--- src/rtl/cpu_pkg.sv ---
// -----------------------------------------------------------------------------
// cpu_pkg
// Definitions shared by the fetch stage and the decode-side blocks:
//   XLEN / ILEN    architectural register and instruction widths
//   INSTR_NOP      canonical NOP encoding (addi x0, x0, 0)
//   fetch_state_e  fetch sequencer states
// -----------------------------------------------------------------------------
package cpu_pkg;

    localparam int XLEN = 32;
    localparam int ILEN = 32;

    localparam logic [ILEN-1:0] INSTR_NOP = 32'h0000_0013;

    typedef enum logic [1:0] {
        S_BOOT = 2'd0,
        S_RUN  = 2'd1,
        S_HALT = 2'd2
    } fetch_state_e;

endpackage

--- src/rtl/ifetch_stage_fifo.sv ---
// -----------------------------------------------------------------------------
// fetch_fifo
// Synchronous FIFO used by the fetch stage, both for returned {instr, pc}
// entries and for the PCs of outstanding requests.
// Ports:
//   clk, rst            clock, asynchronous active-high reset
//   push, push_data     write an entry
//   pop                 drop the head entry
//   flush               discard all entries (wins over push/pop)
//   pop_data            current head entry (valid when !empty)
//   empty, full, count  occupancy status
// DEPTH must be a power of two so the pointers wrap on their own.
// -----------------------------------------------------------------------------
module fetch_fifo #(
    parameter int WIDTH = 64,
    parameter int DEPTH = 2
) (
    input  logic                       clk,
    input  logic                       rst,
    input  logic                       push,
    input  logic [WIDTH-1:0]           push_data,
    input  logic                       pop,
    input  logic                       flush,
    output logic [WIDTH-1:0]           pop_data,
    output logic                       empty,
    output logic                       full,
    output logic [$clog2(DEPTH+1)-1:0] count
);

    localparam int AW = $clog2(DEPTH);
    localparam int CW = $clog2(DEPTH + 1);

    logic [WIDTH-1:0] mem_q [DEPTH];
    logic [AW-1:0]    wr_ptr_q, wr_ptr_d;
    logic [AW-1:0]    rd_ptr_q, rd_ptr_d;
    logic [CW-1:0]    count_q, count_d;
    logic             do_push, do_pop;

    assign empty    = (count_q == '0);
    assign full     = (count_q == CW'(DEPTH));
    assign count    = count_q;
    assign pop_data = mem_q[rd_ptr_q];

    // A push into a full FIFO is only taken when the head leaves in the same
    // cycle; the freed slot is the one being written.
    assign do_push = push && (!full || pop);
    assign do_pop  = pop && !empty;

    always_comb begin
        wr_ptr_d = wr_ptr_q;
        rd_ptr_d = rd_ptr_q;
        count_d  = count_q;
        if (flush) begin
            wr_ptr_d = '0;
            rd_ptr_d = '0;
            count_d  = '0;
        end else begin
            if (do_push) begin
                wr_ptr_d = wr_ptr_q + AW'(1);
            end
            if (do_pop) begin
                rd_ptr_d = rd_ptr_q + AW'(1);
            end
            count_d = count_q + CW'(do_push) - CW'(do_pop);
        end
    end

    always_ff @(posedge clk or posedge rst) begin
        if (rst) begin
            wr_ptr_q <= '0;
            rd_ptr_q <= '0;
            count_q  <= '0;
        end else begin
            wr_ptr_q <= wr_ptr_d;
            rd_ptr_q <= rd_ptr_d;
            count_q  <= count_d;
            assert (flush || !(push && full && !pop));
            assert (flush || !(pop && empty));
        end
    end

    // Storage carries no reset; occupancy alone says what is valid.
    always_ff @(posedge clk) begin
        if (do_push && !flush) begin
            mem_q[wr_ptr_q] <= push_data;
        end
    end

endmodule

--- src/rtl/ifetch_stage.sv ---
// -----------------------------------------------------------------------------
// ifetch_stage
// Instruction fetch: owns the PC, issues word requests to instruction memory,
// buffers returned words and hands {instr, pc} to decode over valid/ready.
// A redirect from execute flushes buffered words and marks every in-flight
// request stale so its response is discarded on arrival.
// Ports:
//   imem_req_valid/ready/addr   fetch request channel (addr = current PC)
//   imem_rsp_valid/data         in-order response channel
//   redirect_valid/pc           taken branch/jump target
//   out_valid/ready/instr/pc    instruction handed to decode
//   fetch_fault                 sticky misaligned-redirect trap
// Build option: define IFETCH_ALIGN_CHK_EN to trap misaligned redirect
// targets (fault + halt). Without it the target's low two bits are cleared
// and fetch_fault stays 0.
// -----------------------------------------------------------------------------
module ifetch_stage
    import cpu_pkg::*;
#(
    parameter logic [31:0] RESET_PC  = 32'h0000_0000,
    parameter int          BUF_DEPTH = 2
) (
    input  logic            clk,
    input  logic            rst,
    output logic            imem_req_valid,
    input  logic            imem_req_ready,
    output logic [XLEN-1:0] imem_req_addr,
    input  logic            imem_rsp_valid,
    input  logic [ILEN-1:0] imem_rsp_data,
    input  logic            redirect_valid,
    input  logic [XLEN-1:0] redirect_pc,
    output logic            out_valid,
    input  logic            out_ready,
    output logic [ILEN-1:0] out_instr,
    output logic [XLEN-1:0] out_pc,
    output logic            fetch_fault
);

    localparam int CNT_W = $clog2(BUF_DEPTH + 1);
    localparam int ENT_W = ILEN + XLEN;

    fetch_state_e    state_q, state_d;
    logic [XLEN-1:0] pc_q, pc_d;
    logic [CNT_W-1:0] inflight_q, inflight_d;
    logic [CNT_W-1:0] drop_q, drop_d;
    logic            fault_q, fault_d;

    logic [CNT_W-1:0] fifo_count;
    logic            fifo_empty, fifo_full;
    logic [ENT_W-1:0] fifo_head;
    logic [XLEN-1:0] pcq_head;
    logic            pcq_empty, pcq_full;
    logic [CNT_W-1:0] pcq_count;

    logic [XLEN-1:0] redirect_tgt;
    logic            misalign;
    logic [CNT_W:0]  occupancy;
    logic            req_fire, rsp_keep, out_fire;

`ifdef IFETCH_ALIGN_CHK_EN
    assign misalign     = redirect_valid && (redirect_pc[1:0] != 2'b00);
    assign redirect_tgt = redirect_pc;
`else
    logic unused_redirect_lsbs;
    assign misalign             = 1'b0;
    assign redirect_tgt         = {redirect_pc[XLEN-1:2], 2'b00};
    assign unused_redirect_lsbs = ^redirect_pc[1:0];
`endif

    // In-flight requests count against buffer space, so every response that
    // can come back is guaranteed a FIFO slot.
    assign occupancy      = {1'b0, inflight_q} + {1'b0, fifo_count};
    assign imem_req_valid = (state_q == S_RUN) && !redirect_valid &&
                            (occupancy < (CNT_W+1)'(BUF_DEPTH));
    assign imem_req_addr  = pc_q;
    assign req_fire       = imem_req_valid && imem_req_ready;

    // A response landing in a redirect cycle belongs to the old path.
    assign rsp_keep = imem_rsp_valid && (drop_q == '0) && !redirect_valid;

    assign out_valid            = !fifo_empty;
    assign {out_instr, out_pc}  = fifo_head;
    assign out_fire             = out_valid && out_ready;
    assign fetch_fault          = fault_q;

    always_comb begin
        pc_d       = pc_q;
        inflight_d = inflight_q + CNT_W'(req_fire) - CNT_W'(imem_rsp_valid);
        drop_d     = drop_q;
        fault_d    = fault_q | misalign;
        state_d    = state_q;

        if (redirect_valid) begin
            pc_d   = redirect_tgt;
            // Everything still outstanding after this cycle is stale.
            drop_d = inflight_d;
        end else begin
            if (req_fire) begin
                pc_d = pc_q + 32'd4;
            end
            if (imem_rsp_valid && (drop_q != '0)) begin
                drop_d = drop_q - CNT_W'(1);
            end
        end

        case (state_q)
            S_BOOT:  state_d = misalign ? S_HALT : S_RUN;
            S_RUN:   state_d = misalign ? S_HALT : S_RUN;
            default: state_d = S_HALT;
        endcase
    end

    always_ff @(posedge clk or posedge rst) begin
        if (rst) begin
            state_q    <= S_BOOT;
            pc_q       <= RESET_PC;
            inflight_q <= '0;
            drop_q     <= '0;
            fault_q    <= 1'b0;
        end else begin
            state_q    <= state_d;
            pc_q       <= pc_d;
            inflight_q <= inflight_d;
            drop_q     <= drop_d;
            fault_q    <= fault_d;
        end
    end

    // PCs of live (non-stale) requests in issue order; responses are in order,
    // so the head is always the PC of the next kept response. A redirect
    // flushes it because every outstanding request becomes stale.
    fetch_fifo #(
        .WIDTH (XLEN),
        .DEPTH (BUF_DEPTH)
    ) u_pc_queue (
        .clk       (clk),
        .rst       (rst),
        .push      (req_fire),
        .push_data (pc_q),
        .pop       (rsp_keep),
        .flush     (redirect_valid),
        .pop_data  (pcq_head),
        .empty     (pcq_empty),
        .full      (pcq_full),
        .count     (pcq_count)
    );

    fetch_fifo #(
        .WIDTH (ENT_W),
        .DEPTH (BUF_DEPTH)
    ) u_out_fifo (
        .clk       (clk),
        .rst       (rst),
        .push      (rsp_keep),
        .push_data ({imem_rsp_data, pcq_head}),
        .pop       (out_fire),
        .flush     (redirect_valid),
        .pop_data  (fifo_head),
        .empty     (fifo_empty),
        .full      (fifo_full),
        .count     (fifo_count)
    );

    logic unused_status;
    assign unused_status = ^{pcq_empty, pcq_full, pcq_count, fifo_full};

endmodule

--- config.mk ---
export PLATFORM = sky130hd
export DESIGN_NAME = ifetch_stage
export DESIGN_NICKNAME = d
export VERILOG_FILES = /design/src/rtl/cpu_pkg.sv /design/src/rtl/ifetch_stage_fifo.sv /design/src/rtl/ifetch_stage.sv
export SDC_FILE = /design/constraint.sdc
export NUM_CORES = 1
export LEC_CHECK = 0
export BUFFER_PORTS_ARGS = -buffer_cell sky130_fd_sc_hd__buf_2
export CAP_MARGIN = 40
export CORE_ASPECT_RATIO = 0.5
export CORE_MARGIN = 10
export CORE_UTILIZATION = 35
export CTS_CLUSTER_SIZE = 20
export DETAILED_ROUTE_END_ITERATION = 12
export SYNTH_ARGS = -nofsm -noshare
export SYNTH_HDL_FRONTEND = slang
export SYNTH_SLANG_ARGS = --single-unit
--- constraint.sdc ---
create_clock -name clk -period 9.6 [get_ports clk]
set_clock_uncertainty 0.2 [all_clocks]
set_input_delay 0.96 -clock clk [delete_from_list [all_inputs] [get_ports clk]]
set_output_delay 0.96 -clock clk [all_outputs]
set_load 0.1 [all_outputs]
# Word-level counts from Yosys, hierarchy flattened
# Memory sizes are Yosys's and may differ from the RTL's.
# Index checks and enable logic that the tools add are counted.
# totals
register_bits	46
ram_bits	192
in_bits	70
output_inout_bits	99
n_memories	2
# classes
addsub	13
n_lt_le_gt_ge	1
eq_ne	3
muxes	19
reduce_logical	32
# memory_table
memory	depth	word_bits	read_ports	rd_ports_with_merged_regs	write_ports	line	rtl
u_out_fifo.mem_q	2	64	1	0	1	ifetch_stage_fifo.sv:33	logic [WIDTH-1:0] mem_q [DEPTH];
u_pc_queue.mem_q	2	32	1	0	1	ifetch_stage_fifo.sv:33	
# ops
cell	count
two-way mux 32 bit	2
adder 32 x 3 -> 32 bit, second input constant	1
nonzero test 2 bit	7
logical AND 1 bit	13
two-way mux 1 bit	12
two-way mux 2 bit	5
logical NOT 2 bit	4
adder 2 x 1 -> 2 bit	3
subtractor 2 x 1 -> 2 bit	3
logical NOT 1 bit	5
adder 1 bit, second input constant	4
equality test 2 bit, second input constant	2
adder 2 x 2 -> 3 bit	1
< comparator 3 x 2 -> 1 bit, second input constant	1
equality test 2 x 1 -> 1 bit, second input constant	1
logical OR 1 bit	2
OR reduction 2 bit	1
subtractor 2 x 1 -> 2 bit, second input constant	1

# Depth between registers and ports, before layout
# logic_depth
word_depth	8
ltp_mapped	12

# Hierarchy
# From an unflattened synthesis, not the netlist that was laid out.
# unflattened
cells_unflattened	595
hier_area_um2	9839.4
# modules_own_cells
module	n_inst	cells_each	area_per_inst_um2	seq_area_each_um2
fetch_fifo (u_out_fifo)	1	223	5074.9	3943.8
fetch_fifo (u_pc_queue)	1	124	2577.5	2021.9
ifetch_stage	1	248	2187.1	900.9

# Worst setup path before layout
# OpenSTA, ideal clock, no wires.
# synth_path
path_kind	input to register
start	in redirect_valid
end	mem u_out_fifo.mem_q[0][10], enable pin
setup_time_ns	0.560
arrival_ns	5.512
required_ns	8.840
slack_ns	3.328
cell_stages	3
path_buffers	0
path_cell_list	inv_1 nand3_1 nor3_1
# synth_between
elab_chain_len	6
# synth_rtl
item	line	rtl
from (decl)	ifetch_stage.sv:30	input logic redirect_valid,
logical NOT 1 bit (*)	ifetch_stage_fifo.sv:84, ifetch_stage.sv:79	
logical AND 1 bit	ifetch_stage.sv:79	assign rsp_keep = imem_rsp_valid && (drop_q == '0) && !redirect_valid;
logical AND 1 bit	ifetch_stage_fifo.sv:46	assign do_push = push && (!full || pop);
logical AND 1 bit (*)	ifetch_stage_fifo.sv:84	if (do_push && !flush) begin
two-way mux 1 bit (*)	ifetch_stage_fifo.sv:84	
two-way mux 1 bit (implied by the code) (*)	ifetch_stage_fifo.sv:85	mem_q[wr_ptr_q] <= push_data;
to (decl)	ifetch_stage_fifo.sv:33	
# Mark *: on every way between the ends. The rest lies on a longest branch, timed or not.

# Worst setup path in the final report
# layout_path
start	reg u_out_fifo.rd_ptr_q
end	out out_pc[23]
# layout_between
elab_chain_len	1
# layout_rtl
item	line	rtl
from (decl)	ifetch_stage_fifo.sv:35	logic [AW-1:0] rd_ptr_q, rd_ptr_d;
from (signal assigned)	ifetch_stage_fifo.sv:75	rd_ptr_q <= rd_ptr_d;
memory (2 x 64 bit)	-	
to (decl)	ifetch_stage.sv:35	output logic [XLEN-1:0] out_pc,
# No other way between the ends.

==> impl_metrics.yaml <==
routing:
  first_iter_violations: 234
  first_pass_iters: 4
  wirelength_um: 21370
  wl_per_cell_um: 19.32
  via_count: 5459
  drc: 0
  ant_nets: 0
  vias_per_cell: 4.936
die:
  die_x_um: 249.5
  core.rowCount: 41
  start_util_pct: 36.08
  design.die.area_um2: 33620
  core_um2: 25550
  io_pins: 169
  die_y_um: 134.8
synth:
  yosysSeqAreaShare_pct: 71.89
  synthDistinctLibCells: 49
  ys_ff_latch: 228
  async_flop_share_pct: 19.30
  synth_edf_count: 184
  ys_warn_count: 0
  netlist_area_um2: 9218
  synthFlopType: "edfxtp_1"
  syn-instance-count: 574
  avgSynthCellArea_um2: 16.06
layout:
  fill_cells: 2315
  final_net_count: 825
  layout_common_cells: "184 x edfxtp_1, 161 x buf_2, 92 x mux2_2, 43 x dfrtp_1, 38 x nand2_1"
  final_common_cell: "edfxtp_1"
  drive_gt1_share_pct: 40.94
  fin_area_um2: 11230
  post-route-util_pct: 43.96
  area.growth.synth_to_final_pct: 21.83
  antennaDiodeCount: 0
critical_path:
  crit_required_ns: 8.44
  cp.arrival_ns: 2.65
  r2r_slack_ns: 6.29
  path_max_fanout: 34
  endpoint_kind: "primary output"
  critical_path_class: "flip-flop to primary output"
  cp-start-kind: "flip-flop"
power:
  power_leakage_nw: 4.160
  max-vdd-ir-drop_mv: 0.1118
  total_power_mw: 3.415
  powerDensity_nw_per_um2: 304.1
clock_network:
  path_clk_slew_ns: 0.07
  cts_sinks: 228
  hold_buffers: 0
  cts_root_buffer: "clkbuf_16"
  htreeDepth: 1
  cts_setup_buffers: 0
  cts_made_buffers: 22
  cts_tree: "yes"
  clockBufferDepth: 3
  clk_latency_ns: 0.51
  cts_resized: 0
flow_run:
  cap_violations: 0
placed_design:
  hpwlAfterDp_um: 14710
  io_buffers: 161
  post_dp_cell_area_um2: 10500
  gp_congestion: 0.7784
timing:
  hold_viol: 0
  worst_slew_pin_slew_ns: 0.8066
  setup_viol_count_final: 0
  final.setup.tns_ns: 0
  max-slew-margin-rel_pct: 46.03
  rsz0062_at_grt: "false"
  fin_crit_sh_pct: 39.71
  fin_crit_ns: 3.813
  finalMaxSlewViolations: 0
  fmaxAchievable_ghz: 0.2623
global_routing:
  grt_max_degree: 49
  grt_first_pass_wirelength_um: 32850
  grt_usage_pct: 12.31
  grt_pass1_vias: 5685
  grt_overflow: 0
  antenna_found_initial: 2
outcome:
  status: "finished clean"
min_path:
  hold_class: "primary input to asynchronous set/reset pin"
-- kinds of logic after synthesis --
logic type | count (synthesis) | share of synthesized area [%]
other | 1 | 0.04068
AOI/OAI and AO/OA | 60 | 4.561
xor gates and xnor gates | 11 | 1.045
and+or+nand+nor | 126 | 7.452
adders and majority gates | 9 | 1.303
buffers and inverters | 42 | 1.927
muxes | 97 | 11.78
DFF | 228 | 71.89
-- per-stage QoR --
stage / setup slack, ns / hold WS [ns] / cells
after global placement: 5.386 / 0.1796 / 1063
after floorplan: 3.328 / 0.2166 / 578
after CTS: 5.696 / 0.1493 / 1106
after detailed placement: 5.365 / 0.1832 / 1066
final: 5.787 / 0.1618 / 1106
after global routing: 5.623 / 0.1653 / 1106
-- registers in the layout, indices dropped and copies added, names as in the netlist --
signal / cells
u_out_fifo.mem_q: 124
u_pc_queue.mem_q: 60
imem_req_addr: 30
drop_q: 2
inflight_q: 2
state_q: 2
u_out_fifo.count: 2
u_pc_queue.count: 2
u_out_fifo.rd_ptr_q: 1
u_out_fifo.wr_ptr_q: 1
u_pc_queue.rd_ptr_q: 1
u_pc_queue.wr_ptr_q: 1
-- cell usage after synthesis (7+ instances only) --
| cell | number | area [um2] |
|---|---|---|
| dfrtp_1 | 44 | 1101 |
| nor3_1 | 12 | 60.06 |
| o211ai_1 | 10 | 75.07 |
| nand4_1 | 8 | 50.05 |
| o21ai_0 | 18 | 90.09 |
| clkbuf_1 | 18 | 67.56 |
| xnor2_1 | 7 | 61.31 |
| nand3_1 | 13 | 65.06 |
| ha_1 | 8 | 100.1 |
| nand2_1 | 38 | 142.6 |
| edfxtp_1 | 184 | 5525 |
| nor2_1 | 22 | 82.58 |
| inv_1 | 14 | 52.55 |
| mux2_2 | 92 | 1036 |
-- routing by layer --
metal  vias up  part of all wire, %  track usage (%)
met2       100                   53            22.58
met5         -                0.061                0
met4         2                  2.8            4.151
li1       2531                    -                -
met1      2787                   39            14.00
met3        39                  4.5            2.750
-- path summary, 6_finish.rpt --
check,start,endpoint,depth (start not counted)
max,u_out_fifo.rd_ptr_q$_DFFE_PP0P_,out_pc[23],3
min,rst,u_pc_queue.count[1]$_DFF_PP0_,2
max reg2reg,u_out_fifo.count[0]$_DFF_PP0_,u_pc_queue.mem_q[0][3]$_DFFE_PP_,8
min reg2reg,state_q[1]$_DFF_PP0_,state_q[1]$_DFF_PP0_,0
max in group asynchronous,rst,imem_req_addr[8]$_DFFE_PP0P_,3
min in group clk,state_q[1]$_DFF_PP0_,state_q[1]$_DFF_PP0_,0
-- area by class of cell --
class / instances / area, um2 / share of cell area (%)
inverters: 15 / 56.30 / 0.5014
flip-flops and latches: 228 / 6628 / 59.02
well taps: 344 / 430.4 / 3.833
clock buffers: 27 / 590.6 / 5.259
multi-input cells: 308 / 2450 / 21.82
clock inverters: 13 / 141.4 / 1.259
repair buffers: 171 / 933.4 / 8.312
-- critical path: stages (launching register included) --
cell and delay [ns]:
dfrtp_2 0.83, buf_4 0.54, mux2_2 0.42, buf_2 0.30
-- report_power, final --
group          internal (mW)  switching (mW)
clock                  0.519           0.363
combinational          0.252           0.966
sequential              1.22          0.0983
(Power assumes the default switching activity.)
